### src/rtl/ads8681_avg_fifo.sv
// Boxcar-averaging decimator for ADS8681 samples feeding a first-word-fall-through output FIFO.
// Averages that arrive while the FIFO is full are dropped and flagged on a sticky Overflow.
module ads8681_avg_fifo #(
    parameter int unsigned BITS       = 16,
    parameter int unsigned LOG2_AVG   = 4,
    parameter bit          SIGNED     = 1'b0,
    parameter int unsigned FIFO_DEPTH = 16
) (
    input  logic                          clk,
    input  logic                          Rst,
    input  logic                          InEn,
    input  logic [BITS-1:0]               InData,
    input  logic                          Clear,
    output logic [BITS-1:0]               OutData,
    output logic                          OutValid,
    input  logic                          OutReady,
    output logic [$clog2(FIFO_DEPTH):0]   Level,
    output logic                          Overflow
);

    localparam int unsigned AW = BITS + LOG2_AVG;
    localparam int unsigned CW = (LOG2_AVG > 0) ? LOG2_AVG : 1;
    localparam int unsigned PW = $clog2(FIFO_DEPTH);
    localparam logic [CW-1:0] CNT_LAST = CW'((1 << LOG2_AVG) - 1);
    localparam logic [PW:0]   LVL_FULL = (PW + 1)'(FIFO_DEPTH);

    logic [AW-1:0]   acc_q;
    logic [AW-1:0]   ext;
    logic [AW-1:0]   sum;
    logic [CW-1:0]   cnt_q;
    logic [BITS-1:0] avg;
    logic            last;
    logic            push;
    logic            pop;
    logic            full;
    logic            accept;
    logic            flush;

    logic [BITS-1:0] mem [FIFO_DEPTH];
    logic [PW-1:0]   rd_ptr_q;
    logic [PW-1:0]   wr_ptr_q;
    logic [PW:0]     level_q;
    logic            overflow_q;

    always_comb begin
        if (SIGNED) begin
            ext = AW'($signed(InData));
        end else begin
            ext = AW'(InData);
        end
        sum  = (cnt_q == '0) ? ext : acc_q + ext;
        // The accumulator is exactly BITS+LOG2_AVG wide, so the low BITS of the shifted sum are
        // this slice for both the logical and arithmetic shift (floor toward -inf).
        avg  = sum[LOG2_AVG +: BITS];
        last = (cnt_q == CNT_LAST);
    end

    assign flush    = Rst | Clear;
    assign OutValid = (level_q != '0);
    assign full     = (level_q == LVL_FULL);
    assign pop      = OutValid & OutReady;
    assign push     = InEn & last;
    assign accept   = push & (~full | pop);

    always_ff @(posedge clk) begin
        if (flush) begin
            acc_q      <= '0;
            cnt_q      <= '0;
            rd_ptr_q   <= '0;
            wr_ptr_q   <= '0;
            level_q    <= '0;
            overflow_q <= 1'b0;
        end else begin
            if (InEn) begin
                acc_q <= sum;
                cnt_q <= last ? '0 : cnt_q + 1'b1;
            end
            if (accept) begin
                wr_ptr_q <= wr_ptr_q + 1'b1;
            end
            if (pop) begin
                rd_ptr_q <= rd_ptr_q + 1'b1;
            end
            if (accept && !pop) begin
                level_q <= level_q + 1'b1;
            end else if (pop && !accept) begin
                level_q <= level_q - 1'b1;
            end
            if (push && full && !pop) begin
                overflow_q <= 1'b1;
            end
        end
    end

    always_ff @(posedge clk) begin
        if (accept && !flush) begin
            mem[wr_ptr_q] <= avg;
        end
    end

    assign OutData  = OutValid ? mem[rd_ptr_q] : '0;
    assign Level    = level_q;
    assign Overflow = overflow_q;

endmodule
### config.mk
export PLATFORM = sky130hd
export DESIGN_NAME = ads8681_avg_fifo
export DESIGN_NICKNAME = d
export VERILOG_FILES = /design/src/rtl/ads8681_avg_fifo.sv
export SDC_FILE = /design/constraint.sdc
export NUM_CORES = 1
export LEC_CHECK = 0
export BUFFER_PORTS_ARGS = -buffer_cell sky130_fd_sc_hd__buf_2
export CORE_MARGIN = 1.5
export CORE_UTILIZATION = 55
export DETAILED_ROUTE_END_ITERATION = 8
export PLACE_DENSITY = 0.75
export SLEW_MARGIN = 20
export SYNTH_ARGS = -nofsm -noshare
export SYNTH_HDL_FRONTEND = slang
export SYNTH_SLANG_ARGS = --single-unit
export TNS_END_PERCENT = 50
### constraint.sdc
create_clock -name clk -period 3.05 [get_ports clk]
set_input_delay 0.61 -clock clk [delete_from_list [all_inputs] [get_ports clk]]
set_output_delay 0.61 -clock clk [all_outputs]
set_load 0.02 [all_outputs]
== Yosys cells after proc, flatten, opt, wreduce, memory -nomap -nowiden ==
Memory sizes are Yosys's and may differ from the RTL's. A register that Yosys moved wholly into a read port is not among the register bits.
Index checks and enable logic that the tools add are counted.

* Bitwise logic cells: 6
* Multiplexer cells: 9
* Reduce and logical (&&, ||, !) cells: 11
* Add/subtract/negate cells: 6
* Eq/ne operators: 2

{| class="wikitable"
|+ Operators by type and width
! operator !! count
|-
| adder 20 x 16 -> 20 bit || 1
|-
| two-way mux 20 bit || 1
|-
| two-way mux 16 bit || 1
|-
| adder 4 x 1 -> 4 bit (second input constant) || 3
|-
| two-way mux 4 bit || 3
|-
| two-way mux 5 bit || 2
|-
| adder 5 x 1 -> 5 bit (second input constant) || 1
|-
| equality test 5 bit (second input constant) || 1
|-
| logical AND 1 bit || 5
|-
| nonzero test 5 bit || 1
|-
| subtractor 5 x 1 -> 5 bit (second input constant) || 1
|-
| equality test 4 bit (second input constant) || 1
|-
| zero test 4 bit || 1
|-
| AND 1 bit || 3
|-
| zero test 1 bit || 3
|-
| two-way mux 1 bit || 2
|-
| OR 1 bit || 2
|-
| nonzero test 2 bit || 1
|-
| inverter 1 bit || 1
|}

* Memory bits (writable): 256
* Memories: 1
* Word-level logic and storage cells: 41
* Register bits after elaboration: 38
* Output and inout port bits: 23
* Input port bits: 21

{| class="wikitable"
|+ Memory list
! name !! depth !! bits a word !! read ports !! clocked after Yosys merged registers in !! write ports !! RTL line !! source
|-
| mem || 16 || 16 || 1 || 1 || 1 || 39 || <nowiki>logic [BITS-1:0] mem [FIFO_DEPTH];</nowiki>
|}

== Longest topological paths before layout ==
Gate-level depths: netlist (run 1).

* Depth after elaboration: 8
* Gate-level depth with buffers: 13
* Gate-level depth less buffers: 12

== Least setup slack after synthesis (run 1) ==
No wires, ideal clock.

* Path kind: input to register
* Start point: in InData[0]
* End point: mem mem[0][8] (data pin)
* Arrival time: 2.979 ns
* Setup slack: -0.259 ns
* Data required time: 2.720 ns
* Buffers on the path: 0
* Cell stages on the path: 10
* Setup time: 0.330 ns
* Cell sequence: ha_1 inv_1 fa_1 and2b_1 o2111ai_2 a21oi_2 a2bb2oi_4 a31oi_2 xor2_1 o21ai_0

* Word-level cells in the longest chain between the ends: 2

{| class="wikitable"
|+ Ends and longest elaborated chain
! item !! RTL line !! source
|-
| start, declared || 12 || <nowiki>input logic [BITS-1:0] InData,</nowiki>
|-
| adder 20 x 16 -> 20 bit || 51 || <nowiki>sum = (cnt_q == '0) ? ext : acc_q + ext;</nowiki>
|-
| two-way mux 20 bit || 51 ||
|-
| named net sum[12] || 29 || <nowiki>logic [AW-1:0] sum;</nowiki>
|-
| end, declared || 39 ||
|}

The timed path passes the listed nets, and every way through them passes these cells.

==> impl_metrics.json, run 1 <==
{
  "synth_edf_count": 256,
  "stdcell_area_um2": 15150,
  "io_buffer_count": 43,
  "clock_sinks": 298,
  "cp.required_ns": 2.44,
  "fp.dieArea_um2": 24090,
  "fin_crit_ns": 3.180,
  "wire_per_inst_um": 24.80,
  "r2r-start": "Level[1]$_SDFFE_PP0P_",
  "syn_inst": 760,
  "cts_buffers": 28,
  "r2r_setup_slack_ns": 0.11,
  "hold_viol": 0,
  "yosysWarnings": 0,
  "place_area_um2": 13810,
  "clk_pin_slew_worst_paths_ns": 0.06,
  "rsz0062_at_grt": "true",
  "dpl_worst_slack_ns": -0.4637,
  "wirelength_um": 29590,
  "die_w_um": 155.2,
  "diodes": 0,
  "grt_max_degree": 34,
  "violations": "setup timing",
  "ys_types": 62,
  "drc": 0,
  "ctsHoldBuffers": 0,
  "clock-root-buffer": "clkbuf_16",
  "synth.area.top_cells": "edfxtp_1 (60%), mux4_2 (14%), dfxtp_1 (6.6%)",
  "coreArea_um2": 22710,
  "fmax_mhz": 314.5,
  "fin_skew_ns": 0.01749,
  "final_common_cell": "edfxtp_1",
  "grt_first_pass_wirelength_um": 42830,
  "setup_viol": 16,
  "ant_nets": 0,
  "ys_ff_latch": 298,
  "syn2layout_area_growth_pct": 18.87,
  "n_fill_cell": 1511,
  "cts_tree": "built",
  "crit_type": "register to primary output",
  "drtIter0Drc": 636,
  "synth_top_family_by_area": "multiplexers",
  "outcome": "finished with violations",
  "crit_arrival_ns": 2.57,
  "p_leak_nw": 5.143,
  "drive_gt1_frac": 0.3491,
  "fin_crit_sh": 1.043,
  "drv_slew": 0,
  "hold-path-cell-count": 3,
  "async_flop_share": 0,
  "cap_viol_max_count": 0,
  "synth_adder_area_share": 0.03063,
  "dr.pass1.iters": 4,
  "synth_top_area_cell": "edfxtp_1",
  "gp_congestion": 0.8605,
  "avgViaCountPerCell": 6.251,
  "vias": 7457,
  "grt_pass1_vias": 7486,
  "worst-r2r-cell-count": 11,
  "yosysTopAreaCellShare": 0.6032,
  "hold_slack_ns": 0.3503,
  "start_kind": "register",
  "dp_hpwl_um": 16650,
  "synth.area.mux_share": 0.1445,
  "clock_latency_ns": 0.54,
  "tightest_slew_ns": 0.8511,
  "synth-simple-area-share": 0.06451,
  "synthXorXnorAreaFrac": 0.01443,
  "synth_compound_area_frac": 0.05488,
  "min_from": "InData[0]",
  "nets": 937,
  "ir_drop_mv": 0.4055,
  "antenna_found_initial": 0,
  "final.setup.worst_slack_ns": -0.1298,
  "num_rows": 55,
  "grt-ovfl-total": 0,
  "hold_class": "input port to register",
  "fp.dieH_um": 155.2,
  "h-tree-depth": 1,
  "synthFlopType": "edfxtp_1",
  "ioPinCount": 44,
  "cp-end-kind": "primary output",
  "synth_nets": 811,
  "start_util": 0.5612,
  "synth_area_um2": 12740,
  "avgSynthCellArea_um2": 16.77,
  "ys_seq_area_frac": 0.6692,
  "seq_area_um2": 8536,
  "track_usage": 0.2388,
  "final_cell_mix": "edfxtp_1 (256), mux4_2 (80), buf_4 (79)",
  "multiInputGateArea_um2": 4051,
  "power_density_nw_per_um2": 552.6,
  "crit_fanout": 8,
  "clock_path_buffers": 3,
  "maxSlewHeadroom": 0.4326
}
==> cells by family (layout without fill, tap and decap cells) <==
| kind of cell | Yosys count | in the layout |
|---|---|---|
| AND/OR/NAND/NOR | 171 | 171 |
| AO/OA/AOI/OAI | 101 | 101 |
| adder cells (fa/ha/maj) | 30 | 30 |
| multiplexers | 84 | 84 |
| buffers and inverters | 55 | 203 |
| flip-flops | 298 | 298 |
| XOR/XNOR | 21 | 21 |
==> layer usage <==
metal | GRT usage | routed length, um | vias up
li1 | - | - | 3243
met1 | 0.3189 | 11430 | 3777
met2 | 0.4123 | 14860 | 366
met3 | 0.04178 | 2463 | 71
met4 | 0.06032 | 843 | 0
met5 | 0 | 0 | -
==> Yosys cell counts, drive strengths merged, types with 4 or more instances <==
| library cell | count |
|---|---|
| edfxtp | 256 |
| mux4 | 80 |
| nor2 | 65 |
| dfxtp | 42 |
| a21oi | 39 |
| nand2 | 34 |
| ha | 28 |
| buf | 20 |
| clkbuf | 20 |
| and2 | 17 |
| o21ai | 15 |
| nand3 | 14 |
| xor2 | 14 |
| inv | 13 |
| nor3 | 10 |
| a31oi | 9 |
| o21a | 7 |
| xnor2 | 7 |
| a211oi | 6 |
| or2 | 6 |
| or3 | 6 |
| a21o | 4 |
| mux2i | 4 |
| nor3b | 4 |
==> path summary, 6_finish.rpt <==
kind / endpoint
hold reg to reg: Overflow$_SDFFE_PP0P_
setup / recovery: OutData[4]
hold / removal: acc_q[0]$_SDFFE_PP0P_
setup reg to reg: Level[4]$_SDFFE_PP0P_
==> critical path: stages (launching register included) <==
cell and delay (ns):
dfxtp_4 0.37, buf_12 0.14, clkbuf_16 0.17, mux4_2 0.55
mux4_2 0.49, and2_4 0.17, buf_6 0.12
==> registers in the layout, summed over array words and instances, names as in the netlist, named ones only <==
name	count
Level	5
Overflow	1
acc_q	20
cnt_q	4
mem	256
rd_ptr_q	4
wr_ptr_q	4
==> report_power, final <==
part	switching [W]	internal [W]	leakage [nW]	total (W)
Sequential	0.00000679	0.00445	2.60	0.00445
Clock	0.00148	0.00207	0.478	0.00355
Combinational	0.000227	0.000135	2.07	0.000363
==> area by class of cell <==
cell class | count | area share
Sequential cell | 298 | 0.5635
Timing Repair Buffer | 137 | 0.07905
Multi-Input combinational cell | 407 | 0.2674
Tap cell | 285 | 0.02354
Clock buffer | 38 | 0.05476
Clock inverter | 14 | 0.008260
Inverter | 14 | 0.003469
==> timing repair <==
action,4_1_cts,5_1_grt
pin swaps,0,1
endpoints found under the hold margin,0,0
cloned,0,6
setup endpoints to repair,64,81
resized for setup,11,45
setup buffers,2,2
==> per-stage QoR <==
| stage | std cells | power (W) | utilization | setup TNS (ns) |
|---|---|---|---|---|
| finish | 1193 | 0.008371 | 0.6671 | -1.180 |
| global route | 1193 | 0.008586 | 0.6671 | -2.183 |
| CTS | 1185 | 0.008378 | 0.6524 | -1.846 |
| floorplan | 760 | 0.004755 | - | -2.949 |
| detailed placement | 1131 | 0.004889 | 0.6083 | -38.41 |
| global placement | 1131 | 0.004871 | 0.6083 | -15.02 |
(Power assumes the default switching activity.)
==> run 2: changes to the inputs <==
==> constraint.sdc (replaced) <==
create_clock -name clk -period 3.05 [get_ports clk]
set_input_delay 0.4575 -clock clk [delete_from_list [all_inputs] [get_ports clk]]
set_output_delay 0.4575 -clock clk [all_outputs]
set_load 0.02 [all_outputs]
==> run 2 against run 1 <==
The flow still finishes with violations (setup timing). Core utilization down 1.2 points. Global-route usage up 0.16 points. Via count down 3.6%. Worst setup slack better by 0.11 ns. Final area down 1.8%. Largest power group unchanged.
==> impl_metrics.json, run 2 (same netlist as run 1, synthesis figures left out) <==
{
  "outcome": "finished with violations",
  "violations": "setup timing",
  "vias": 7188,
  "stdcell_area_um2": 14870,
  "clock_sinks": 298,
  "cp.required_ns": 2.59,
  "power_density_nw_per_um2": 565.9,
  "h-tree-depth": 1,
  "dr.pass1.iters": 5,
  "crit_arrival_ns": 2.61,
  "coreArea_um2": 22710,
  "wirelength_um": 27890,
  "largest_reg_flops": 256,
  "final_common_cell": "edfxtp_1",
  "tightest_slew_ns": 0.7904,
  "grt_pass1_vias": 7420,
  "wire_per_inst_um": 23.70,
  "crit_fanout": 11,
  "final_cells": 1177,
  "fin_crit_ns": 3.065,
  "dp_hpwl_um": 16510,
  "track_usage": 0.2404,
  "clock-root-buffer": "clkbuf_16",
  "dp.cells": 1120,
  "crit_type": "register to primary output",
  "cts_buffers": 29,
  "grt_max_degree": 65,
  "clk_pin_slew_worst_paths_ns": 0.06,
  "nets": 922,
  "maxSlewHeadroom": 0.4730,
  "cp-end-kind": "primary output",
  "gp_congestion": 0.9007,
  "drc": 0,
  "syn2layout_area_growth_pct": 16.71,
  "antenna_found_initial": 0,
  "final.setup.worst_slack_ns": -0.01520,
  "fp.dieH_um": 155.2,
  "clock_latency_ns": 0.54,
  "fp.dieArea_um2": 24090,
  "fin_skew_ns": 0.01258,
  "ant_nets": 0,
  "cap_viol_max_count": 0,
  "io_buffer_count": 43,
  "ioPinCount": 44,
  "start_kind": "register",
  "dpl_worst_slack_ns": -0.2979,
  "drtIter0Drc": 562,
  "n_fill_cell": 1533,
  "final_cell_mix": "edfxtp_1 (256), mux4_2 (80), buf_4 (69)",
  "fin_tns_setup_ns": -0.01719,
  "drv_slew": 0,
  "hold_class": "input port to register",
  "clock_path_buffers": 3,
  "grt-ovfl-total": 0,
  "rsz0062_at_grt": "true",
  "largest_register": "mem",
  "fin_crit_sh": 1.005,
  "total_power_w": 0.008416,
  "start_util": 0.5612,
  "num_rows": 55,
  "hold_viol": 0,
  "ctsHoldBuffers": 0,
  "die_w_um": 155.2,
  "diodes": 0,
  "avgViaCountPerCell": 6.107,
  "p_leak_nw": 5.020,
  "fmax_mhz": 326.2,
  "ir_drop_mv": 0.4215,
  "grt_first_pass_wirelength_um": 42940,
  "drive_gt1_frac": 0.3161,
  "setup_viol": 2,
  "place_area_um2": 13750,
  "cts_tree": "built"
}
[run 2: cell count changes in the layout (fill, tap and decap cells not counted), moves of 6 or more]
cell	before	now
buf_2	30	41
buf_4	79	69
clkinv_2	10	4
and2_1	4	15
buf_6	15	2
and2_4	13	2
[run 2: area by class of cell]
cell class                      instances  area (um2)  area share
Inverter                               14       52.55    0.003533
Clock buffer                           39       793.3     0.05334
Clock inverter                         13       168.9     0.01136
Timing Repair Buffer                  121       948.4     0.06377
Tap cell                              285       356.6     0.02398
Multi-Input combinational cell        407        4020      0.2703
Sequential cell                       298        8533      0.5737
[run 2: report_power, final]
| group | leakage, nW | switching, W | total (W) | internal, W |
|---|---|---|---|---|
| sequential | 2.59 | 0.00000633 | 0.00446 | 0.00445 |
| combinational | 1.95 | 0.000223 | 0.000358 | 0.000135 |
| clock | 0.473 | 0.00145 | 0.00360 | 0.00216 |
[run 2: repair_timing]
item                       in CTS  in global routing
gates cloned                    1                  0
gates resized for setup         4                 14
setup buffers                   4                  0
hold endpoints to repair        0                  0
setup endpoints to repair      36                 63
[run 2: worst paths after layout]
check | slack (ns) | cells after the start | from | endpoint
worst max-delay path | -0.02 | 6 | register | OutData[4]
worst min-delay path | 0.19 | 3 | InData[0] | acc_q[0]$_SDFFE_PP0P_
worst max register to register | 0.20 | 11 | Level[0]$_SDFFE_PP0P_ | Level[4]$_SDFFE_PP0P_
worst min register to register | 0.48 | 2 | Overflow$_SDFFE_PP0P_ | Overflow$_SDFFE_PP0P_
[run 2: through the flow]
stage / util / hold slack, ns
floorplan: - / 0.4473
global placement: 0.6052 / 0.4481
detailed placement: 0.6053 / 0.4603
CTS: 0.6520 / 0.1726
global route: 0.6549 / 0.2128
finish: 0.6549 / 0.1897
[run 2: worst max-delay path: stages (launching register included)]
cell	delay (ns)
dfxtp_4	0.37
buf_12	0.15
buf_12	0.16
mux4_2	0.57
mux4_2	0.48
and2_1	0.18
buf_2	0.16
[run 2: metal layers]
layer	share of wire	vias to the layer above	global-route usage
met4	0.022	0	0.06939
met1	0.40	3642	0.3208
met2	0.51	280	0.4185
met5	0	-	0
met3	0.066	53	0.03259
li1	-	3213	-
